### src/rtl/store_pkg.sv
// Shared types and helpers for the store read-modify-write sequencer.
package store_pkg;

  typedef enum logic [2:0] {
    IDLE  = 3'd0,
    READ  = 3'd1,
    WAIT  = 3'd2,
    WRITE = 3'd3,
    DONE  = 3'd4
  } state_e;

  localparam logic [1:0] SZ_BYTE = 2'b00;
  localparam logic [1:0] SZ_HALF = 2'b01;
  localparam logic [1:0] SZ_WORD = 2'b10;

  // Alignment check only; the reserved size code is rejected separately.
  function automatic logic is_misaligned(input logic [1:0] size, input logic [1:0] addr_lo);
    logic bad;
    case (size)
      SZ_BYTE: bad = 1'b0;
      SZ_HALF: bad = addr_lo[0];
      SZ_WORD: bad = (addr_lo != 2'b00);
      default: bad = 1'b0;
    endcase
    return bad;
  endfunction

endpackage

### src/rtl/store_merge.sv
// Combinational merge of new store data into the low bits of the read word.
module store_merge
  import store_pkg::*;
(
  input  logic [1:0]  size_i,
  input  logic [31:0] mdr_i,
  input  logic [31:0] b_i,
  output logic [31:0] merged_o
);

  // Select how many low bits of the read word are replaced.
  always_comb begin
    merged_o = b_i;
    case (size_i)
      SZ_BYTE: merged_o = {mdr_i[31:8], b_i[7:0]};
      SZ_HALF: merged_o = {mdr_i[31:16], b_i[15:0]};
      SZ_WORD: merged_o = b_i;
      default: merged_o = b_i;
    endcase
  end

endmodule

### src/rtl/store_rmw_sequencer.sv
// Multicycle store sequencer: sub-word stores read-modify-write, word stores
// write directly; busy/done/error let the control FSM stall around it.
module store_rmw_sequencer
  import store_pkg::*;
#(
  parameter int MEM_READ_LATENCY = 1,
  parameter int ADDR_W           = 32
) (
  input  logic              clk,
  input  logic              reset,
  input  logic              start,
  input  logic [1:0]        store_size,
  input  logic [ADDR_W-1:0] address,
  input  logic [31:0]       b_in,
  input  logic [31:0]       mem_rdata,
  output logic [ADDR_W-1:0] mem_addr,
  output logic              mem_rd,
  output logic              mem_wr,
  output logic [31:0]       mem_wdata,
  output logic              busy,
  output logic              done,
  output logic              error
);

  localparam logic [2:0] LAT_C = 3'(MEM_READ_LATENCY);

  state_e            state_q;
  logic [ADDR_W-1:0] addr_q;
  logic [1:0]        size_q;
  logic [31:0]       b_q;
  logic [31:0]       mdr_q;
  logic [31:0]       mdr_d;
  logic [2:0]        cnt_q;
  logic              rd_q, wr_q, busy_q, done_q, error_q;
  logic [31:0]       wdata_q;
  logic [31:0]       merged_s;
  logic              reject_s;
  logic              capture_s;

  assign capture_s = (state_q == WAIT) && (cnt_q == 3'd1);
  assign mdr_d     = capture_s ? mem_rdata : mdr_q;
  assign reject_s  = (store_size == 2'b11) || is_misaligned(store_size, address[1:0]);

  // Merge uses the word being captured this cycle so WRITE sees final data.
  store_merge u_merge (
    .size_i   (size_q),
    .mdr_i    (mdr_d),
    .b_i      (b_q),
    .merged_o (merged_s)
  );

  // Sequencer FSM; strobes are set on entry to the state that owns them.
  always_ff @(posedge clk or negedge reset) begin
    if (!reset) begin
      state_q <= IDLE;
      addr_q  <= '0;
      size_q  <= 2'b00;
      b_q     <= 32'd0;
      mdr_q   <= 32'd0;
      cnt_q   <= 3'd0;
      rd_q    <= 1'b0;
      wr_q    <= 1'b0;
      busy_q  <= 1'b0;
      done_q  <= 1'b0;
      error_q <= 1'b0;
      wdata_q <= 32'd0;
    end else begin
      rd_q   <= 1'b0;
      wr_q   <= 1'b0;
      done_q <= 1'b0;
      case (state_q)
        IDLE: begin
          if (start) begin
            addr_q <= address;
            size_q <= store_size;
            b_q    <= b_in;
            busy_q <= 1'b1;
            if (reject_s) begin
              state_q <= DONE;
              done_q  <= 1'b1;
              error_q <= 1'b1;
            end else if (store_size == SZ_WORD) begin
              state_q <= WRITE;
              wr_q    <= 1'b1;
              wdata_q <= b_in;
              error_q <= 1'b0;
            end else begin
              state_q <= READ;
              rd_q    <= 1'b1;
              error_q <= 1'b0;
            end
          end else begin
            state_q <= IDLE;
          end
        end
        READ: begin
          cnt_q   <= LAT_C;
          state_q <= WAIT;
        end
        WAIT: begin
          if (capture_s) begin
            mdr_q   <= mdr_d;
            wdata_q <= merged_s;
            wr_q    <= 1'b1;
            state_q <= WRITE;
          end else begin
            cnt_q <= cnt_q - 3'd1;
          end
        end
        WRITE: begin
          done_q  <= 1'b1;
          state_q <= DONE;
        end
        DONE: begin
          busy_q  <= 1'b0;
          error_q <= 1'b0;
          state_q <= IDLE;
        end
        default: begin
          busy_q  <= 1'b0;
          error_q <= 1'b0;
          state_q <= IDLE;
        end
      endcase
    end
  end

  assign mem_addr  = addr_q;
  assign mem_rd    = rd_q;
  assign mem_wr    = wr_q;
  assign mem_wdata = wdata_q;
  assign busy      = busy_q;
  assign done      = done_q;
  assign error     = error_q;

endmodule
### config.mk
export PLATFORM = sky130hd
export DESIGN_NAME = store_rmw_sequencer
export DESIGN_NICKNAME = d
export VERILOG_FILES = /design/src/rtl/store_pkg.sv /design/src/rtl/store_merge.sv /design/src/rtl/store_rmw_sequencer.sv
export SDC_FILE = /design/constraint.sdc
export NUM_CORES = 1
export LEC_CHECK = 0
export ABC_AREA = 1
export CORE_AREA = 2 2 140 128
export DETAILED_ROUTE_END_ITERATION = 16
export DIE_AREA = 0 0 142 130
export MAX_ROUTING_LAYER = met4
export PLACE_DENSITY = 0.58
export SYNTH_ARGS = -nofsm -noshare
export SYNTH_HDL_FRONTEND = slang
export SYNTH_SLANG_ARGS = --single-unit
### constraint.sdc
create_clock -name clk -period 2.35 [get_ports clk]
set_clock_uncertainty 0.2 [all_clocks]
set_input_delay 0.3525 -clock clk [delete_from_list [all_inputs] [get_ports clk]]
set_output_delay 0.3525 -clock clk [all_outputs]
set_load 0.02 [all_outputs]
### Word level (Yosys, flattened, before mapping)

Index checks and enable logic that the tools add are counted.

| cells by class | value |
|---|---|
| $add $sub $neg | 1 |
| multipliers | 0 |
| div/mod/pow operators | 0 |
| $lt $le $gt $ge | 0 |
| equal/unequal tests | 13 |
| shift-type cells | 0 |
| multiplexer cells | 30 |
| bitwise logic cells | 1 |
| reductions and logical operators | 12 |

Operators with widths:

| cell | number |
|---|---|
| $mux 32 | 4 |
| $pmux 32 s2 | 2 |
| $mux 1 | 12 |
| $mux 3 | 4 |
| $pmux 3 s4 | 1 |
| $ne 2x2->1 const B | 5 |
| $pmux 1 s2 | 5 |
| $eq 3x1->1 const B | 2 |
| $eq 3x2->1 const B | 2 |
| $pmux 3 s2 | 1 |
| $reduce_and 2->1 | 3 |
| $reduce_bool 2->1 | 3 |
| $reduce_and 5->1 | 1 |
| $eq 2x1->1 const B | 2 |
| $eq 2x2->1 const B | 2 |
| $logic_not 3->1 | 1 |
| $reduce_or 3->1 | 1 |
| $sub 3x1->3 const B | 1 |
| $logic_not 2->1 | 1 |
| $mux 2 | 1 |
| $logic_and 1x1->1 | 1 |
| $logic_or 1x1->1 | 1 |
| $not 1->1 | 1 |

| storage, ports and cells | value |
|---|---|
| register bits | 109 |
| latch bits | 0 |
| RAM bits | 0 |
| memory bits (read-only) | 0 |
| input port bits | 101 |
| output and inout bits | 69 |
| logic and storage cells | 68 |
| memories kept | 0 |

### Logic depth before layout (Yosys ltp)

Gate-level depths: netlist of run 1.

| depth | value |
|---|---|
| word-level depth | 6 |
| mapped depth | 11 |
| mapped depth without buffers | 10 |

### Cells and area by module

From an unflattened synthesis of run 1, not the netlist that was laid out.

| second synthesis, totals | value |
|---|---|
| cells, all modules | 849 |
| area total of the unflattened synthesis | 6562.5 µm² |

Modules (own cells, without submodules):

| module | times used | cells each | area each (µm²) | seq. area each (µm²) |
|---|---|---|---|---|
| store_rmw_sequencer | 1 | 764 | 6175.9 | 3528.4 |
| store_merge | 1 | 85 | 386.6 | 0.0 |

### Worst setup path after synthesis of run 1

No wires, ideal clock.

| path | value |
|---|---|
| path type | input -> register |
| from | in store_size[0] |
| to | reg wdata_q[21] (netlist: mem_wdata[21]) |
| setup time | 0.066 ns |
| arrival time | 1.443 ns |
| required time | 2.084 ns |
| slack | 0.641 ns |
| stages on the path | 10 |
| path buffers | 1 |
| path through | inv_1 -> ha_1 -> nor2_1 -> nor2_1 -> nand2_1 -> nand2_1 -> nand2_1 -> clkbuf_1 -> nand3_1 -> nand2_1 |

| between the ends | value |
|---|---|
| word-level cells in the longest chain between the ends | 5 |
| elaborated cells on any way between the ends | 8 |
| those cells by class | eq/ne (5); mux (1); reduce/logical (2) |

Ends and longest elaborated chain:

| what | line | RTL |
|---|---|---|
| from (decl) | store_rmw_sequencer.sv:12 | `input logic [1:0] store_size,` |
| $eq 2x2->1 or $eq 2x1->1 (tied branches) | store_pkg.sv:19, store_rmw_sequencer.sv:82 |  |
| $pmux 1 s2 | store_pkg.sv:19 | `case (size)` |
| $logic_or 1x1->1 | store_rmw_sequencer.sv:42 | `assign reject_s = (store_size == 2'b11) \|\| is_misaligned(store_size, address[1:0]);` |
| $ne 2x2->1 (no source line) | -- |  |
| $reduce_and 5->1 (no source line) * | -- |  |
| to (signal assigned) | store_rmw_sequencer.sv:85 | `wdata_q <= b_in;` |
| to (signal assigned) | store_rmw_sequencer.sv:103 | `wdata_q <= merged_s;` |
| to (decl) | store_rmw_sequencer.sv:35 | `logic [31:0] wdata_q;` |

Mark *: on every way between the ends. The rest lies on a longest branch, timed or not.
A chain may end at the register's enable or synchronous reset.

### Worst setup path in the final report of run 1

| path | value |
|---|---|
| from | in store_size[0] |
| to | reg wdata_q[15] (netlist: mem_wdata[15]) |

The elaborated chain is that of the path after synthesis.

==> results of run 1 <==
-- worst paths after layout --
kind	to	startpoint	slack (ns)
worst max register to register	mem_wdata[15]	cnt_q[1]	0.57
worst min-delay path	mem_wdata[12]	mem_wdata[12]	0.27
max in group asynchronous	mem_wdata[24]	reset	1.01
worst min register to register	mem_wdata[12]	mem_wdata[12]	0.27
min in group asynchronous	mem_wdata[5]	reset	0.28
worst max-delay path	mem_wdata[15]	store_size[0]	0.38
-- power by group through the flow --
stage / sequential, W / combinational, W / clock [W]
finish: 0.00323 / 0.00487 / 0.00146
global route: 0.00334 / 0.00545 / 0.00159
CTS: 0.00324 / 0.00498 / 0.00152
global placement: 0.00324 / 0.00491 / 0
floorplan: 0.00387 / 0.00219 / 0
detailed placement: 0.00326 / 0.00496 / 0
-- placed cells by master (no fill, tap or decap), types with 2 or more instances in the layout --
| cell type | Yosys | routed |
|---|---|---|
| o31ai_1 | 2 | 2 |
| inv_1 | 49 | 49 |
| nand2_1 | 314 | 314 |
| nor2_4 | 3 | 3 |
| buf_12 | 0 | 7 |
| clkbuf_16 | 0 | 9 |
| clkinv_4 | 0 | 3 |
| buf_4 | 3 | 10 |
| o21ai_1 | 5 | 5 |
| a21oi_1 | 3 | 3 |
| inv_2 | 4 | 4 |
| nand2_2 | 3 | 3 |
| nand3_1 | 45 | 45 |
| nor2_1 | 12 | 12 |
| clkdlybuf4s50_1 | 0 | 160 |
| ha_1 | 5 | 5 |
| o21ai_0 | 54 | 54 |
| dfrtp_1 | 109 | 109 |
-- worst register-to-register path: stages, from the launching register on --
cell and delay [ns]:
dfrtp_1 0.36, inv_1 0.09, ha_1 0.15, inv_1 0.04, nor2_1 0.19, nor2_4 0.10, nor2_4 0.15, nand2_2 0.08
buf_12 0.17, nand2_1 0.09, nand2_1 0.05
-- state kept, by name, summed over array words and instances, names as in the netlist --
| name | cells |
|---|---|
| b_q | 32 |
| busy | 1 |
| cnt_q | 3 |
| done | 1 |
| error | 1 |
| mem_addr | 32 |
| mem_rd | 1 |
| mem_wdata | 32 |
| mem_wr | 1 |
| size_q | 2 |
| state_q | 3 |
-- cell type report --
class / count / area, µm²
sequential: 109 / 2730
timing repair buffer: 178 / 1830
clock inverter: 6 / 47.5
multi-input combinational: 449 / 1920
clock buffer: 10 / 229
fill: 1747 / 9990
inverter: 54 / 203
tap: 216 / 270
-- metal layers --
metal | track usage, % | share of wire [%]
met5 | - | 0
met4 | 4.29 | 1.2
met3 | 4.59 | 7.0
met2 | 24.0 | 46
met1 | 20.5 | 46
-- timing repair --
item | 4_1_cts | 5_1_grt
endpoints found under the hold margin | 30 | 0
buffers inserted | 0 | 0
setup endpoints to repair | 0 | 0
hold buffers | 1 | 0
-- stage by stage --
step           cell area, µm²   TNS, ns  total power [W]
5_1_grt                  7220         0           0.0104
4_1_cts                  7220         0          0.00974
6_report                 7220         0          0.00956
3_5_place_dp             6940  -0.00139          0.00822
3_3_place_gp             6940         0          0.00815
2_1_floorplan            4990         0          0.00605
-- logic make-up (layout without fill, tap and decap cells) --
group	count (synthesis)	count (layout)	share of synthesized area, %
and+or+nand+nor	379	379	30.4
DFF	109	109	54.6
buffers and inverters	86	248	7.11
AOI/OAI and AO/OA	65	65	6.64
adders and majority gates	5	5	1.25
==> results by group, run 1 <==
Global routing
  • Total grt overflow: 0
  • Initial antenna violation count: 0
  • Overall Global Routing Usage: 15.7%
  • Vias in the first global route: 4281
  • Largest net degree at the start of global routing: 80
  • First-pass GRT wire length: 21900 µm

Pwr
  • Power per cell area: 1320 nW/µm²
  • Flop pwr share: 33.8%
  • Clock share of power: 15.2%
  • Switching power total: 0.00403 W
  • Max VDD drop: 614 µV
  • Comb pwr share: 50.9%
  • Switching Share: 42.1%
  • Internal power: 0.00553 W
  • Leakage Power: 3.60 nW

STA
  • Endpoints failing hold: 0
  • Headroom to the max-slew limit: 70.5%
  • Slew Viols, Final: 0
  • Final setup violation count: 0
  • Hold slack final: 0.270 ns
  • Min Clock Period, post-route: 1.97 ns
  • Max Freq: 509 MHz
  • RSZ-0062 raised after global routing: false
  • Setup WS post-layout: 0.384 ns
  • Slew @ Worst Pin: 0.443 ns
  • Final period util: 83.7%

Worst setup path
  • Worst path top cell family by delay: buffers and inverters
  • CP max stage delay: 0.52 ns
  • Setup crit start kind: input pin
  • Most frequent CP cell: nand2_1
  • Slowest library cell on the worst path: clkdlybuf4s50_1
  • Crit-path max FO: 33
  • Kind of end point of the critical path: register
  • CP required: 2.40 ns
  • Crit path cell chain: clkdlybuf4s50_1 > inv_1 > ha_1 > nor2_1 > nor2_1 > nand2_1 > nand2_1 > nand2_1 > nand2_2 > buf_12 > nand2_1 > nand2_1
  • Worst path arrival time: 2.01 ns
  • Critical path depth: 12
  • Critical path class: input pin to register
  • Buf/Inv on CP: 3
  • FF-to-FF path depth: 10

Detailed routing
  • Starting DRT DRC Count: 171
  • Total Wirelength: 13600 µm
  • Residual DRC: 0
  • Mean number of vias per cell: 4.34
  • Drt wl/cell: 13.3 µm
  • Vias: 4439
  • DRT Pass-1 Iters: 4
  • Final ANT Viol Nets: 0

Clock network
  • Clk sinks: 109
  • Num CTS Buffers: 9
  • Clk Latency, worst-skew pair: 0.35 ns
  • Post_cts resized: 0
  • CTS tree: done
  • CTS max path bufs: 2
  • H-tree depth: 3
  • Worst-path clk slew: 0.07 ns
  • Clock root cell: clkbuf_16

Logic synthesis
  • Synth warnings: 0
  • Syn_area_per_cell: 7.76 µm²
  • Number of enable flip-flop cells after synthesis: 0
  • Synth top area share: 54.6%
  • Async set-reset flop share out of synthesis: 100%
  • Netlist Area Pre-Place: 4990 µm²
  • Seq cells post-synth: 109
  • Unique masters post-synth: 21
  • Top cells by count, synth: nand2_1 (314), dfrtp_1 (109), o21ai_0 (54)
  • Syn nets: 750
  • Most common cell in the netlist: nand2_1
  • Primary FF master, synth: dfrtp_1
  • Area leader, netlist: dfrtp_1
  • Sequential element share of the synthesized area: 54.6%
  • Synth area leaders: dfrtp_1 (55%), nand2_1 (24%), o21ai_0 (5.4%)
  • Gate Count Post-Synth: 644

Final layout
  • Fin nets: 907
  • Non-filler cells in the finished layout: 1022
  • Layout area overhead: 44.6%
  • Final Util: 42.0%
  • Layout cells sized above 1: 5.33%
  • Inserted Diodes: 0

Placed design
  • Routability cong.: 0.771
  • Port buffer count: 161
  • Dpl ws: -0.00139 ns
  • Placed wire-length estimate: 9110 µm
  • Placed cells: 1005

Die
  • Core area: 17200 µm²
  • Die Wd: 142 µm
  • Initial Utilization: 29.0%
  • Die ar.: 18500 µm²
  • Rows: 46
  • # IOs: 170
  • Die height: 130 µm

Status
  • Status: finished clean

Hold path
  • Min-delay worst type: register to register
  • Worst Hold Path Cells: 2

Job
  • Number of max-cap violations: 0
Note: power is estimated with default switching activity, not from simulation.
==> run 2: changes to the inputs <==
==> constraint.sdc (replaced) <==
create_clock -name clk -period 2.01 [get_ports clk]
set_clock_uncertainty 0.2 [all_clocks]
set_input_delay 0.3015 -clock clk [delete_from_list [all_inputs] [get_ports clk]]
set_output_delay 0.3015 -clock clk [all_outputs]
set_load 0.02 [all_outputs]
==> run 2 against run 1 <==
Against the previous run: wire length down 0.31%; global-route usage about the same; die area unchanged; via count up 1.0%; count of clock-buffer cells in the layout down 1; final cell count up 0.68%; register-to-register slack worse by 0.39 ns; combinational power up 18%; hold slack worse by 0.096 ns; clock power up 24%; cell area up 1.5%; non-clock buffer count up 8.
==> results by group, run 2 (synthesis results as in run 1) <==
Clock network
  • CTS max path bufs: 2 (unchanged)
  • Num CTS Buffers: 9 (unchanged)
  • H-tree depth: 3 (unchanged)
  • Clock root cell: clkbuf_16 (unchanged)
  • CTS tree: done (unchanged)
  • Worst-path clk slew: 0.08 ns (was 0.07 ns)
  • Clk sinks: 109 (unchanged)
  • Clk Latency, worst-skew pair: 0.35 ns (about the same)

Global routing
  • First-pass GRT wire length: 22000 µm (was 21900 µm)
  • Largest net degree at the start of global routing: 54 (was 80)
  • Total grt overflow: 0 (unchanged)
  • Overall Global Routing Usage: 15.7% (about the same)
  • Initial antenna violation count: 0 (unchanged)
  • Vias in the first global route: 4298 (was 4281)

STA
  • Headroom to the max-slew limit: 70.0% (was 70.5%)
  • Min Clock Period, post-route: 1.87 ns
  • Slew @ Worst Pin: 0.450 ns (was 0.443 ns)
  • Hold slack final: 0.174 ns (was 0.270 ns)
  • Setup TNS: 0 ns (unchanged)
  • Final setup violation count: 0 (unchanged)
  • Setup WS post-layout: 0.137 ns (was 0.384 ns)
  • RSZ-0062 raised after global routing: false (unchanged)
  • Max Freq: 534 MHz
  • Endpoints failing hold: 0 (unchanged)
  • Slew Viols, Final: 0 (unchanged)
  • Final period util: 93.2%

Final layout
  • Inserted Diodes: 0 (unchanged)
  • Layout cells sized above 1: 6.52% (was 5.33%)
  • Layout area overhead: 46.7% (was 44.6%)
  • Most common cell after layout, fill and taps aside: nand2_1 (unchanged)
  • Most frequent cells in the layout: nand2_1 (313), clkdlybuf4s50_1 (158), dfrtp_1 (109) (was nand2_1 (314), clkdlybuf4s50_1 (160), dfrtp_1 (109))
  • Fin nets: 915 (was 907)

Detailed routing
  • Drt wl/cell: 13.2 µm (was 13.3 µm)
  • Vias: 4484 (was 4439)
  • Final ANT Viol Nets: 0 (unchanged)
  • Mean number of vias per cell: 4.36 (was 4.34)
  • Starting DRT DRC Count: 208 (was 171)
  • DRT Pass-1 Iters: 4 (unchanged)
  • Residual DRC: 0 (unchanged)
  • Total Wirelength: 13600 µm (about the same)

Worst setup path
  • Slowest library cell on the worst path: clkdlybuf4s50_1 (unchanged)
  • CP required: 1.51 ns (was 2.40 ns)
  • Worst path top cell family by delay: buffers and inverters (unchanged)
  • Worst path arrival time: 1.37 ns (was 2.01 ns)
  • Critical path depth: 1 (was 12)
  • Critical path class: register to primary output (was input pin to register)
  • Kind of end point of the critical path: primary output (was register)
  • FF-to-FF Start: cnt_q[1] (unchanged)
  • Worst Setup EP: mem_addr[0] (was mem_wdata[15])
  • CP Launch Point: mem_addr[0] (was store_size[0])
  • Crit-path max FO: 2 (was 33)
  • Worst R2R End: mem_wdata[12] (was mem_wdata[15])
  • FF-to-FF path depth: 10 (unchanged)
  • Crit path cell chain: clkdlybuf4s50_1 (was clkdlybuf4s50_1 > inv_1 > ha_1 > nor2_1 > nor2_1 > nand2_1 > nand2_1 > nand2_1 > nand2_2 > buf_12 > nand2_1 > nand2_1)
  • Setup crit start kind: register (was input pin)
  • Reg2Reg Setup Slack: 0.18 ns (was 0.57 ns)
  • CP max stage delay: 0.64 ns (was 0.52 ns)
  • Buf/Inv on CP: 1 (was 3)

Pwr
  • Leakage Power: 3.67 nW (was 3.60 nW)
  • Max VDD drop: 841 µV (was 614 µV)
  • Power per cell area: 1560 nW/µm² (was 1320 nW/µm²)
  • Tot Pwr: 0.0114 W (was 0.00956 W)

Die
  • Die ar.: 18500 µm² (unchanged)
  • # IOs: 170 (unchanged)
  • Core area: 17200 µm² (unchanged)
  • Initial Utilization: 29.0% (unchanged)
  • Die Wd: 142 µm (unchanged)
  • Die height: 130 µm (unchanged)
  • Rows: 46 (unchanged)

Placed design
  • Dpl ws: -0.341 ns (was -0.00139 ns)
  • Placed wire-length estimate: 9760 µm (was 9110 µm)
  • Port buffer count: 161 (unchanged)
  • Routability cong.: 0.780 (was 0.771)

Hold path
  • Min-delay worst type: input pin to register (was register to register)

Status
  • Status: finished clean (unchanged)

Job
  • Number of max-cap violations: 0 (unchanged)
==> run 2: timing repair <==
| action | 4_1_cts | 5_1_grt |
|---|---|---|
| hold endpoints to repair | 28 | 0 |
| resized for setup | 0 | 5 |
| setup endpoints to repair | 0 | 32 |
| buffers inserted | 0 | 0 |
| hold buffers | 1 | 0 |
==> run 2: layer usage <==
layer  wire, µm  track usage (%)
met4        161             4.47
met2       6080             24.4
met3        958             5.06
met1       6360             19.8
met5          0                -
==> run 2: power by group <==
group / switching (W) / internal, W / total [W] / leakage, nW
Clock: 0.000832 / 0.000974 / 0.00181 / 0.147
Sequential: 0.000581 / 0.00323 / 0.00382 / 1.36
Combinational: 0.00331 / 0.00247 / 0.00577 / 2.17
Total: 0.00472 / 0.00668 / 0.0114 / 3.67
==> run 2: worst min path at each step <==
| stage | from | end | slack, ns | cells after the start |
|---|---|---|---|---|
| 2_1_floorplan | reset | b_q[0] | -0.19 | 0 |
| 3_3_place_gp | reset | mem_wdata[5] | 0.08 | 1 |
| 3_5_place_dp | reset | mem_wdata[5] | 0.08 | 1 |
| 4_1_cts | reset | mem_wdata[5] | 0.25 | 2 |
| 5_1_grt | store_size[1] | size_q[1] | 0.20 | 4 |
| 6_report | store_size[0] | size_q[0] | 0.17 | 4 |
==> run 2: worst reg2reg max path: stages, from the launching register on <==
cell and delay [ns]:
dfrtp_1 0.36, inv_1 0.10, ha_1 0.15, inv_1 0.03, nor2_1 0.19, nor2_4 0.10
nor2_4 0.19, nand2_2 0.12, buf_12 0.17, nand2_1 0.07, nand2_1 0.05
==> run 2: cell type report <==
| class | count | area [µm²] |
|---|---|---|
| Clock buffer | 9 | 225 |
| Timing Repair Buffer | 186 | 1910 |
| Multi-Input combinational cell | 449 | 1920 |
| Clock inverter | 6 | 70.1 |
| Sequential cell | 109 | 2730 |
| Inverter | 54 | 203 |
| Tap cell | 216 | 270 |
| Fill cell | 1742 | 9880 |
==> run 2: metrics by stage <==
stage / cells / utilization, % / instance area [µm²]
floorplan: 644 / - / 4990
global placement: 1013 / 40.7 / 7010
detailed placement: 1013 / 40.7 / 7010
CTS: 1029 / 42.5 / 7310
global route: 1029 / 42.6 / 7330
finish: 1029 / 42.6 / 7330
